`src/rtl/adam_pause_seq_pkg.sv`:
```
// Shared types and width helpers for the adam_pause_seq pause sequencer.
package adam_pause_seq_pkg;

  typedef enum logic [1:0] {
    RESUMED  = 2'd0,
    PAUSING  = 2'd1,
    PAUSED   = 2'd2,
    RESUMING = 2'd3
  } state_e;

  // Width of the paused-channel count, which spans 0..n inclusive.
  function automatic int unsigned cnt_width(input int unsigned n);
    return unsigned'($clog2(n + 1));
  endfunction

  function automatic int unsigned idx_width(input int unsigned n);
    return unsigned'($clog2(n)) + 1;
  endfunction

endpackage

```
`src/rtl/adam_pause_seq_timer.sv`:
```
// Step watchdog: counts cycles a channel handshake stays open and flags expiry.
module adam_pause_seq_timer #(
  parameter int unsigned TIMEOUT = 1023
) (
  input  logic clk,
  input  logic rst,
  input  logic start_i,
  input  logic busy_i,
  output logic expired_c
);

  localparam int unsigned TmrW = (TIMEOUT > 1) ? unsigned'($clog2(TIMEOUT)) : 1;
  localparam logic [TmrW-1:0] Last = TmrW'(TIMEOUT - 1);

  logic [TmrW-1:0] cnt_q, cnt_d;

  // Expiry is the cycle whose closing edge would bring the count to TIMEOUT.
  assign expired_c = busy_i && (cnt_q == Last);

  always_comb begin
    cnt_d = cnt_q;
    if (start_i) begin
      cnt_d = '0;
    end else if (busy_i && !expired_c) begin
      cnt_d = cnt_q + TmrW'(1);
    end
  end

  always_ff @(posedge clk or negedge rst) begin
    if (!rst) begin
      cnt_q <= '0;
    end else begin
      cnt_q <= cnt_d;
    end
  end

endmodule

```
`src/rtl/adam_pause_seq.sv`:
```
// Pause sequencer: pauses channels in ascending order, resumes in descending order.
// Optional handshake timeout watchdog enabled by ADAM_PAUSE_SEQ_TIMEOUT_EN.
module adam_pause_seq
  import adam_pause_seq_pkg::*;
#(
  parameter int unsigned NO_CHANNELS = 4,
  parameter int unsigned TIMEOUT     = 1023
) (
  input  logic                                  clk,
  input  logic                                  rst,
  input  logic                                  pause_req,
  output logic                                  pause_ack,
  output logic [NO_CHANNELS-1:0]                ch_pause_req,
  input  logic [NO_CHANNELS-1:0]                ch_pause_ack,
  output logic                                  err,
  output logic [idx_width(NO_CHANNELS)-1:0]     err_idx
);

  localparam int unsigned CntW = cnt_width(NO_CHANNELS);
  localparam int unsigned IdxW = idx_width(NO_CHANNELS);
  localparam logic [CntW-1:0] CntMax = CntW'(NO_CHANNELS);

  state_e                 state_q, state_d;
  logic [CntW-1:0]        cnt_q, cnt_d;
  logic [NO_CHANNELS-1:0] req_q, req_d;
  logic                   ack_q, ack_d;

  logic                   busy_c;
  logic [CntW-1:0]        tgt_c;
  logic                   tgt_ack_c;
  logic                   hit_c;
  logic                   expired_c;
  logic                   step_done_c;
  logic                   new_step_c;
  logic [CntW-1:0]        set_idx_c;

  assign busy_c = (state_q == PAUSING) || (state_q == RESUMING);
  assign tgt_c  = (state_q == RESUMING) ? (cnt_q - CntW'(1)) : cnt_q;

  // Only the current target's acknowledge is observed.
  always_comb begin
    tgt_ack_c = 1'b0;
    for (int unsigned i = 0; i < NO_CHANNELS; i++) begin
      if (CntW'(i) == tgt_c) begin
        tgt_ack_c = ch_pause_ack[i];
      end
    end
  end

  assign hit_c       = ((state_q == PAUSING) && tgt_ack_c) ||
                       ((state_q == RESUMING) && !tgt_ack_c);
  assign step_done_c = hit_c || (busy_c && expired_c);

  always_ff @(posedge clk or negedge rst) begin
    if (!rst) begin
      state_q <= PAUSED;
      cnt_q   <= CntMax;
    end else begin
      state_q <= state_d;
      cnt_q   <= cnt_d;
    end
  end

  // Next state: pause_req is only consulted at idle or at a step boundary.
  always_comb begin
    state_d = state_q;
    cnt_d   = cnt_q;
    case (state_q)
      RESUMED: begin
        if (pause_req) state_d = PAUSING;
      end
      PAUSED: begin
        if (!pause_req) state_d = RESUMING;
      end
      PAUSING: begin
        if (step_done_c) begin
          cnt_d = cnt_q + CntW'(1);
          if (cnt_d == CntMax) begin
            state_d = PAUSED;
          end else if (!pause_req) begin
            state_d = RESUMING;
          end
        end
      end
      RESUMING: begin
        if (step_done_c) begin
          cnt_d = cnt_q - CntW'(1);
          if (cnt_d == '0) begin
            state_d = RESUMED;
          end else if (pause_req) begin
            state_d = PAUSING;
          end
        end
      end
      default: begin
        state_d = PAUSED;
        cnt_d   = CntMax;
      end
    endcase
  end

  // Outputs: a new step moves exactly one channel request toward the new direction.
  always_comb begin
    req_d      = req_q;
    ack_d      = (state_d == PAUSED);
    new_step_c = 1'b0;
    set_idx_c  = (state_d == PAUSING) ? cnt_d : (cnt_d - CntW'(1));
    if (!busy_c && (state_d != state_q)) begin
      new_step_c = 1'b1;
    end else if (busy_c && step_done_c &&
                 ((state_d == PAUSING) || (state_d == RESUMING))) begin
      new_step_c = 1'b1;
    end
    if (new_step_c) begin
      for (int unsigned i = 0; i < NO_CHANNELS; i++) begin
        if (CntW'(i) == set_idx_c) begin
          req_d[i] = (state_d == PAUSING);
        end
      end
    end
  end

  always_ff @(posedge clk or negedge rst) begin
    if (!rst) begin
      req_q <= '1;
      ack_q <= 1'b1;
    end else begin
      req_q <= req_d;
      ack_q <= ack_d;
    end
  end

  assign ch_pause_req = req_q;
  assign pause_ack    = ack_q;

`ifdef ADAM_PAUSE_SEQ_TIMEOUT_EN
  logic            force_c;
  logic            err_q, err_d;
  logic [IdxW-1:0] err_idx_q, err_idx_d;

  adam_pause_seq_timer #(
    .TIMEOUT (TIMEOUT)
  ) u_timer (
    .clk       (clk),
    .rst       (rst),
    .start_i   (new_step_c),
    .busy_i    (busy_c),
    .expired_c (expired_c)
  );

  // A step closed by the watchdog rather than the channel is an error.
  assign force_c = busy_c && expired_c && !hit_c;

  always_comb begin
    err_d     = err_q | force_c;
    err_idx_d = (force_c && !err_q) ? IdxW'(tgt_c) : err_idx_q;
  end

  always_ff @(posedge clk or negedge rst) begin
    if (!rst) begin
      err_q     <= 1'b0;
      err_idx_q <= '0;
    end else begin
      err_q     <= err_d;
      err_idx_q <= err_idx_d;
    end
  end

  assign err     = err_q;
  assign err_idx = err_idx_q;
`else
  logic unused_timeout;

  assign unused_timeout = ^32'(TIMEOUT);
  assign expired_c      = 1'b0;
  assign err            = 1'b0;
  assign err_idx        = '0;
`endif

endmodule

```
`config.mk`:
```
export PLATFORM = sky130hd
export DESIGN_NAME = adam_pause_seq
export DESIGN_NICKNAME = d
export VERILOG_FILES = /design/src/rtl/adam_pause_seq_pkg.sv /design/src/rtl/adam_pause_seq_timer.sv /design/src/rtl/adam_pause_seq.sv
export SDC_FILE = /design/constraint.sdc
export NUM_CORES = 1
export LEC_CHECK = 0
export ABC_AREA = 1
export CORE_MARGIN = 2
export CORE_UTILIZATION = 60
export CTS_CLUSTER_SIZE = 14
export DETAILED_ROUTE_END_ITERATION = 8
export DONT_BUFFER_PORTS = 1
export PLACE_DENSITY = 0.87
export SLEW_MARGIN = 5
export SYNTH_ARGS = -nofsm -noshare
export SYNTH_HDL_FRONTEND = slang
export SYNTH_SLANG_ARGS = --single-unit
```
`constraint.sdc`:
```
create_clock -name clk -period 3.5 [get_ports clk]
set_clock_uncertainty 0.2 [all_clocks]
set_input_delay 0.7 -clock clk [delete_from_list [all_inputs] [get_ports clk]]
set_output_delay 0.7 -clock clk [all_outputs]
set_load 0.1 [all_outputs]
```
==> results.json, run 1 <==
{
  "die_w_um": 47.0,
  "grt_setup_unrepaired": "false",
  "r2r_start": "cnt_q[0]",
  "final.setup.tns_ns": 0,
  "grt_pass1_vias": 881,
  "gp_congestion": 0.892,
  "min_period_ns": 2.83,
  "ys_ff_latch": 10,
  "grt_use_total_pct": 23.6,
  "crit_type": "flop to flop",
  "final_nets": 173,
  "area_delta_synth_final_pct": 4.86,
  "final_max_slew_viol_count": 0,
  "drt_wl_total_mm": 2.26,
  "cts_made_buffers": 3,
  "core_um2": 1730,
  "first_iter_violations": 25,
  "post_drt_via_cell_ratio": 5.29,
  "ys_seq_area_share_pct": 23.4,
  "io_pins": 16,
  "endpoint_kind": "flop",
  "row_count": 15,
  "vias": 984,
  "hpwl_mm": 1.78,
  "hold_violations": 0,
  "setup_viol": 0,
  "ys_warn_count": 0,
  "htree_levels": 1,
  "antenna_cells": 0,
  "start_util_pct": 64.1,
  "drc": 0,
  "cpPeakStageDelay_ns": 0.44,
  "maxSlewHeadroom_pct": 65.5,
  "grt_max_degree": 10,
  "grt_pass1_wl_mm": 3.61,
  "dieHeight_um": 47.0,
  "synth.distinct_cells": 26,
  "clk_latency_ns": 0.27,
  "path_clk_slew_ns": 0.07,
  "crit_chain": "inv_1 > ha_1 > inv_1 > nand3_1 > nand2_1 > nand2_2 > nor2_2 > nand2_4 > nand2_8 > nand2_4 > nand3_1 > nand2_4 > inv_2 > nand2_1 > nand2_1 > nand2_2 > nand2_1 > nand2_1 > nor2_1 > nand3_1 > nand2_1",
  "cp-start-kind": "flop",
  "cts_tree": "built",
  "overflow": 0,
  "fin_crit_sh_pct": 80.8,
  "critPathMaxFanout": 8,
  "maxCapViolations": 0,
  "crit_path_top_delay_cell": "dfrtp_1",
  "drive_gt1_share_pct": 30.4,
  "die-area_um2": 2210,
  "arrival_ns": 2.85,
  "tightest_slew_ns": 0.518,
  "synthCells": 158,
  "cts.path.max_buffers": 2,
  "worstPathRequired_ns": 3.52,
  "antenna_found_initial": 0,
  "cts_root_buffer": "clkbuf_4",
  "crit_start": "cnt_q[0]",
  "synthesis.area_um2": 1110,
  "post_cts_buffers": 0,
  "status": "complete, no violations",
  "ant_nets": 0,
  "port_buffers": 0,
  "hp-class": "primary input to async pin",
  "drt-pass1-iter-count": 4,
  "cts_sinks": 10,
  "max_freq_mhz": 354,
  "synth.avg_cell_area_um2": 7.01,
  "avgRoutedWirePerCell_um": 12.2,
  "crit_top_cell": "nand2_1"
}
==> cells by family after synthesis <==
family | synth area share (%)
simple gates | 55.5
buf+inv | 10.8
compound gates | 5.42
flops | 23.4
fa+ha+maj | 4.52
other cells | 0.339
==> cells in the final DEF, fill, tap and decap left out <==
cell type / Yosys / final
nand3_2: 6 / 6
dlygate4sd3_1: 0 / 1
nand2_8: 2 / 2
dfstp_2: 7 / 7
nor2_1: 6 / 6
nor3_1: 1 / 1
o31ai_1: 1 / 1
o21ai_0: 2 / 2
nand2_1: 48 / 48
inv_4: 1 / 1
inv_1: 16 / 16
or2_2: 1 / 1
nand3_1: 18 / 18
ha_1: 4 / 4
nor2_2: 2 / 2
conb_1: 1 / 4
nand2_2: 9 / 9
a21oi_1: 5 / 5
nand2_4: 8 / 8
clkbuf_8: 0 / 1
o21ai_1: 2 / 2
nor2_4: 3 / 3
dfrtp_1: 3 / 3
a21boi_0: 1 / 1
nand3_4: 1 / 1
inv_2: 5 / 5
clkbuf_4: 0 / 3
==> through the flow <==
| stage | utilization (%) | setup slack, ns | hold WS [ns] | area [µm²] | instances |
|---|---|---|---|---|---|
| global placement | 64.6 | 0.842 | 0.205 | 1110 | 181 |
| CTS | 67.2 | 0.676 | 0.0620 | 1160 | 186 |
| global route | 67.2 | 0.379 | 0.0515 | 1160 | 186 |
| finish | 67.2 | 0.671 | 0.0608 | 1160 | 186 |
| detailed placement | 64.6 | 0.722 | 0.205 | 1110 | 181 |
| floorplan | - | 1.04 | 0.204 | 1120 | 161 |
==> worst max-delay path, delay by kind of cell, from the launching register on <==
kind / cells / cell delay, ns
buffers and inverters: 3 / 0.28
adder cells (fa/ha/maj): 1 / 0.32
AND/OR/NAND/NOR: 17 / 1.52
flip-flops: 1 / 0.44
==> final timing paths <==
check | end | cells after the start | slack, ns
min in group clk | ch_pause_req[0] | 2 | 0.51
max in group asynchronous | cnt_q[1] | 1 | 2.47
hold reg to reg | ch_pause_req[0] | 2 | 0.51
hold / removal | ch_pause_req[1] | 0 | 0.06
setup / recovery | ch_pause_req[0] | 21 | 0.67
setup reg to reg | ch_pause_req[0] | 21 | 0.67
==> Yosys cell counts <==
cell,count,area (µm²)
a21boi_0,1,7.51
nor2_4,3,33.8
nand2_8,2,40.0
inv_2,5,18.8
nand3_2,6,60.1
nor3_1,1,5.00
o21ai_1,2,10.0
conb_1,1,3.75
nor2_1,6,22.5
buf_2,1,5.00
o21ai_0,2,10.0
o31ai_1,1,7.51
nor2_2,2,12.5
dfrtp_1,3,75.1
ha_1,4,50.1
dfstp_2,7,184
inv_4,1,6.26
buf_4,4,30.0
nand3_1,18,90.1
nand2_2,9,56.3
nand3_4,1,17.5
inv_1,16,60.1
nand2_4,8,90.1
nand2_1,48,180
or2_2,1,6.26
a21oi_1,5,25.0
==> what timing repair did <==
item | 4_1_cts | 5_1_grt
hold endpoints to repair | 3 | 0
gates resized for setup | 0 | 0
hold buffers | 1 | 0
==> registers in the layout, indices dropped and copies added (netlist names) <==
register / cells
ch_pause_req: 4
cnt_q: 3
pause_ack: 1
state_q: 2
==> layer usage <==
layer  part of all wire (%)  global-route usage [%]  vias to the layer above
li1                       -                       -                      494
met1                     42                    27.0                      461
met2                     52                    41.9                       20
met3                    3.2                    4.23                        9
met4                    2.3                    11.7                        0
met5                      0                       0                        -
==> cell type report <==
class | count | area (µm²)
repair buffers | 1 | 10.0
multi-input cells | 124 | 739
well taps | 25 | 31.3
clock buffers | 4 | 36.3
fillers | 156 | 566
flip-flops and latches | 10 | 259
inverters | 22 | 85.1
Power of run 1 is not shown: default switching activity piles up to over one toggle a cycle in this logic, so the estimate is an artifact.
==> run 2, diff against run 1 <==
--- a/config.mk
+++ b/config.mk
@@ -5,13 +5,13 @@
 export SDC_FILE = /design/constraint.sdc
 export NUM_CORES = 1
 export LEC_CHECK = 0
-export ABC_AREA = 1
+export ABC_AREA = 0
 export CORE_MARGIN = 2
-export CORE_UTILIZATION = 60
+export CORE_UTILIZATION = 55
 export CTS_CLUSTER_SIZE = 14
 export DETAILED_ROUTE_END_ITERATION = 8
 export DONT_BUFFER_PORTS = 1
-export PLACE_DENSITY = 0.87
+export PLACE_DENSITY = 0.84
 export SLEW_MARGIN = 5
 export SYNTH_ARGS = -nofsm -noshare
 export SYNTH_HDL_FRONTEND = slang
==> constraint.sdc (replaced) <==
create_clock -name clk -period 2.3 [get_ports clk]
set_clock_uncertainty 0.2 [all_clocks]
set_input_delay 0.46 -clock clk [delete_from_list [all_inputs] [get_ports clk]]
set_output_delay 0.46 -clock clk [all_outputs]
set_load 0.1 [all_outputs]
==> run 2 against run 1 <==
  * The run now ends with negative setup slack left
  * Maximum frequency down 0.65%
  * Core utilization up 13 points
  * Routed wire length up 14%
  * Sequential share of layout area down 0.72 points
  * Via count down 10%
==> results.json, run 2 <==
{
  "setup_viol": 7,
  "grt_pass1_wl_mm": 3.80,
  "vias": 884,
  "ys_seq_area_share_pct": 29.4,
  "synthCells": 100,
  "synth_top_area_share_pct": 20.9,
  "clk_latency_ns": 0.26,
  "grt_use_total_pct": 26.6,
  "io_pins": 16,
  "cts_tree": "built",
  "ys_async_sr_fraction_pct": 100,
  "cpPeakStageDelay_ns": 0.48,
  "maxCapViolations": 0,
  "final_common_cell": "buf_4",
  "core_um2": 1510,
  "cts_sinks": 10,
  "critPathMaxFanout": 8,
  "cts_root_buffer": "clkbuf_4",
  "layout_common_cells": "24 x buf_4, 7 x nor2_1, 7 x dfstp_2",
  "crit_type": "flop to flop",
  "port_buffers": 0,
  "drt-pass1-iter-count": 6,
  "synth.avg_cell_area_um2": 8.81,
  "drt_wl_total_mm": 2.59,
  "endpoint_kind": "flop",
  "cp.buffers_inverters": 2,
  "ys_ff_latch": 10,
  "yosys.area.top_type": "dfstp_2",
  "post_drt_via_cell_ratio": 6.27,
  "crit_path_top_delay_cell": "or4_4",
  "first_iter_violations": 50,
  "largest_register_ffs": 4,
  "layout_setup_ws_ns": -0.548,
  "cts.path.max_buffers": 2,
  "gp_congestion": 0.807,
  "dp_slack_ns": -0.503,
  "hold_violations": 0,
  "hp-class": "primary input to async pin",
  "grt_max_degree": 16,
  "area_delta_synth_final_pct": 37.5,
  "max_freq_mhz": 351,
  "htree_levels": 1,
  "fin_util_pct": 80.4,
  "status": "finished with violations",
  "avgRoutedWirePerCell_um": 18.3,
  "fin_total_pwr_mw": 1.09,
  "synth.distinct_cells": 48,
  "antenna_cells": 0,
  "cts_made_buffers": 3,
  "drive_gt1_share_pct": 52.0,
  "drc": 0,
  "worstPathRequired_ns": 2.30,
  "final_max_slew_viol_count": 0,
  "min_period_ns": 2.85,
  "rrSetupSlack_ns": -0.55,
  "synth_edf_count": 0,
  "final_nets": 137,
  "fin_cells": 141,
  "die-area_um2": 1940,
  "grt_setup_unrepaired": "true",
  "irDropWorstVdd_mv": 0.873,
  "ant_nets": 0,
  "cp-start-kind": "flop",
  "crit_chain": "inv_2 > ha_4 > and4bb_2 > a31oi_4 > o32a_4 > o211ai_1 > o21ai_1 > a211o_2 > inv_4 > or4_4 > nand3_2",
  "maxSlewHeadroom_pct": 62.5,
  "row_count": 14,
  "arrival_ns": 2.85,
  "synthesis.area_um2": 881,
  "synth_common_cells": "7 x dfstp_2, 7 x inv_1, 7 x nor2_1",
  "hpwl_mm": 1.48,
  "leakage_nw": 0.501,
  "path_clk_slew_ns": 0.06,
  "dieHeight_um": 44.0,
  "path_delay_family": "compound AO/OA/AOI/OAI gates",
  "place_inst": 128,
  "violations": "negative setup slack",
  "die_w_um": 44.0,
  "synthTopCellsByArea": "dfstp_2 21%, dfrtp_1 8.5%, ha_1 5.7%, buf_4 3.4%, inv_1 3.0%",
  "tightest_slew_ns": 0.563,
  "antenna_found_initial": 0,
  "p_per_area_nw_per_um2": 901,
  "fin_crit_sh_pct": 124,
  "grt_pass1_vias": 832,
  "ys_warn_count": 0,
  "start_util_pct": 58.5,
  "overflow": 0,
  "ys.flop_type": "dfstp_2"
}
[run 2: cell types whose count changed in the layout (fill, tap and decap cells not counted), sizes merged, moves of 3 or more]
cell,before,now
inv,22,9
nand3,25,3
buf,0,25
nor2,11,7
xnor2,0,3
o31a,0,3
nand2,67,4
nand2b,0,5
[run 2: metal layers]
metal  track usage, %  up-vias  wire [µm]
met5                0        -          0
met4             11.5        0         65
met3             3.27        9         92
met2             47.1       34       1350
met1             32.4      427       1080
li1                 -      414          -
[run 2: layout make-up]
type | instances | area [µm²]
clock buffer | 4 | 26.3
fill | 90 | 295
inverter | 9 | 36.3
multi-input combinational | 76 | 666
sequential | 10 | 262
tap | 16 | 20.0
timing repair buffer | 26 | 201
[run 2: final timing paths]
kind                       cells past startpoint             from               to
max                                           11         cnt_q[0]  ch_pause_req[1]
min                                            1              rst       state_q[0]
max reg2reg                                   11         cnt_q[0]  ch_pause_req[1]
min reg2reg                                    1  ch_pause_req[0]  ch_pause_req[0]
max in group asynchronous                      1              rst       state_q[1]
min in group clk                               2        pause_req        pause_ack
[run 2: logic make-up (layout without fill, tap and decap cells)]
group           after synthesis  after routing  share of synthesized area, %
mux                           1              1                          1.28
other cells                   1              4                         0.426
compound gates               32             32                          28.7
buf+inv                      17             39                          9.52
fa+ha+maj                     4              4                          5.68
flops                        10             10                          29.4
xor+xnor                      3              3                          2.98
simple gates                 32             32                          22.0
[run 2: worst register-to-register path: stages (launching register included)]
cell and delay (ns):
dfrtp_2 0.38, inv_2 0.06, ha_4 0.28, and4bb_2 0.24, a31oi_4 0.23, o32a_4 0.26, o211ai_1 0.12, o21ai_1 0.14
a211o_2 0.25, inv_4 0.07, or4_4 0.49, nand3_2 0.07
[run 2: stage by stage]
stage | cell area (µm²) | setup TNS [ns] | hold WS [ns]
floorplan | 928 | -1.30 | -0.0356
global placement | 1030 | -1.40 | -0.0352
detailed placement | 1030 | -2.06 | -0.0351
CTS | 1150 | -1.98 | 0.358
global route | 1210 | -3.47 | 0.393
finish | 1210 | -2.71 | 0.369
[run 2: where the power goes]
group          internal [mW]  leakage (nW)  switching, mW
sequential             0.197         0.103         0.0164
combinational          0.367         0.382          0.386
clock                 0.0670        0.0150         0.0580
total                  0.631         0.501          0.461
[run 2: what timing repair did]
| item | in CTS | in global routing |
|---|---|---|
| endpoints found under the hold margin | 10 | 0 |
| setup buffers | 3 | 5 |
| setup endpoints to repair | 8 | 8 |
| hold buffers | 1 | 0 |
| pin swaps | 8 | 15 |
| resized for setup | 11 | 6 |
(Power assumes the default switching activity.)
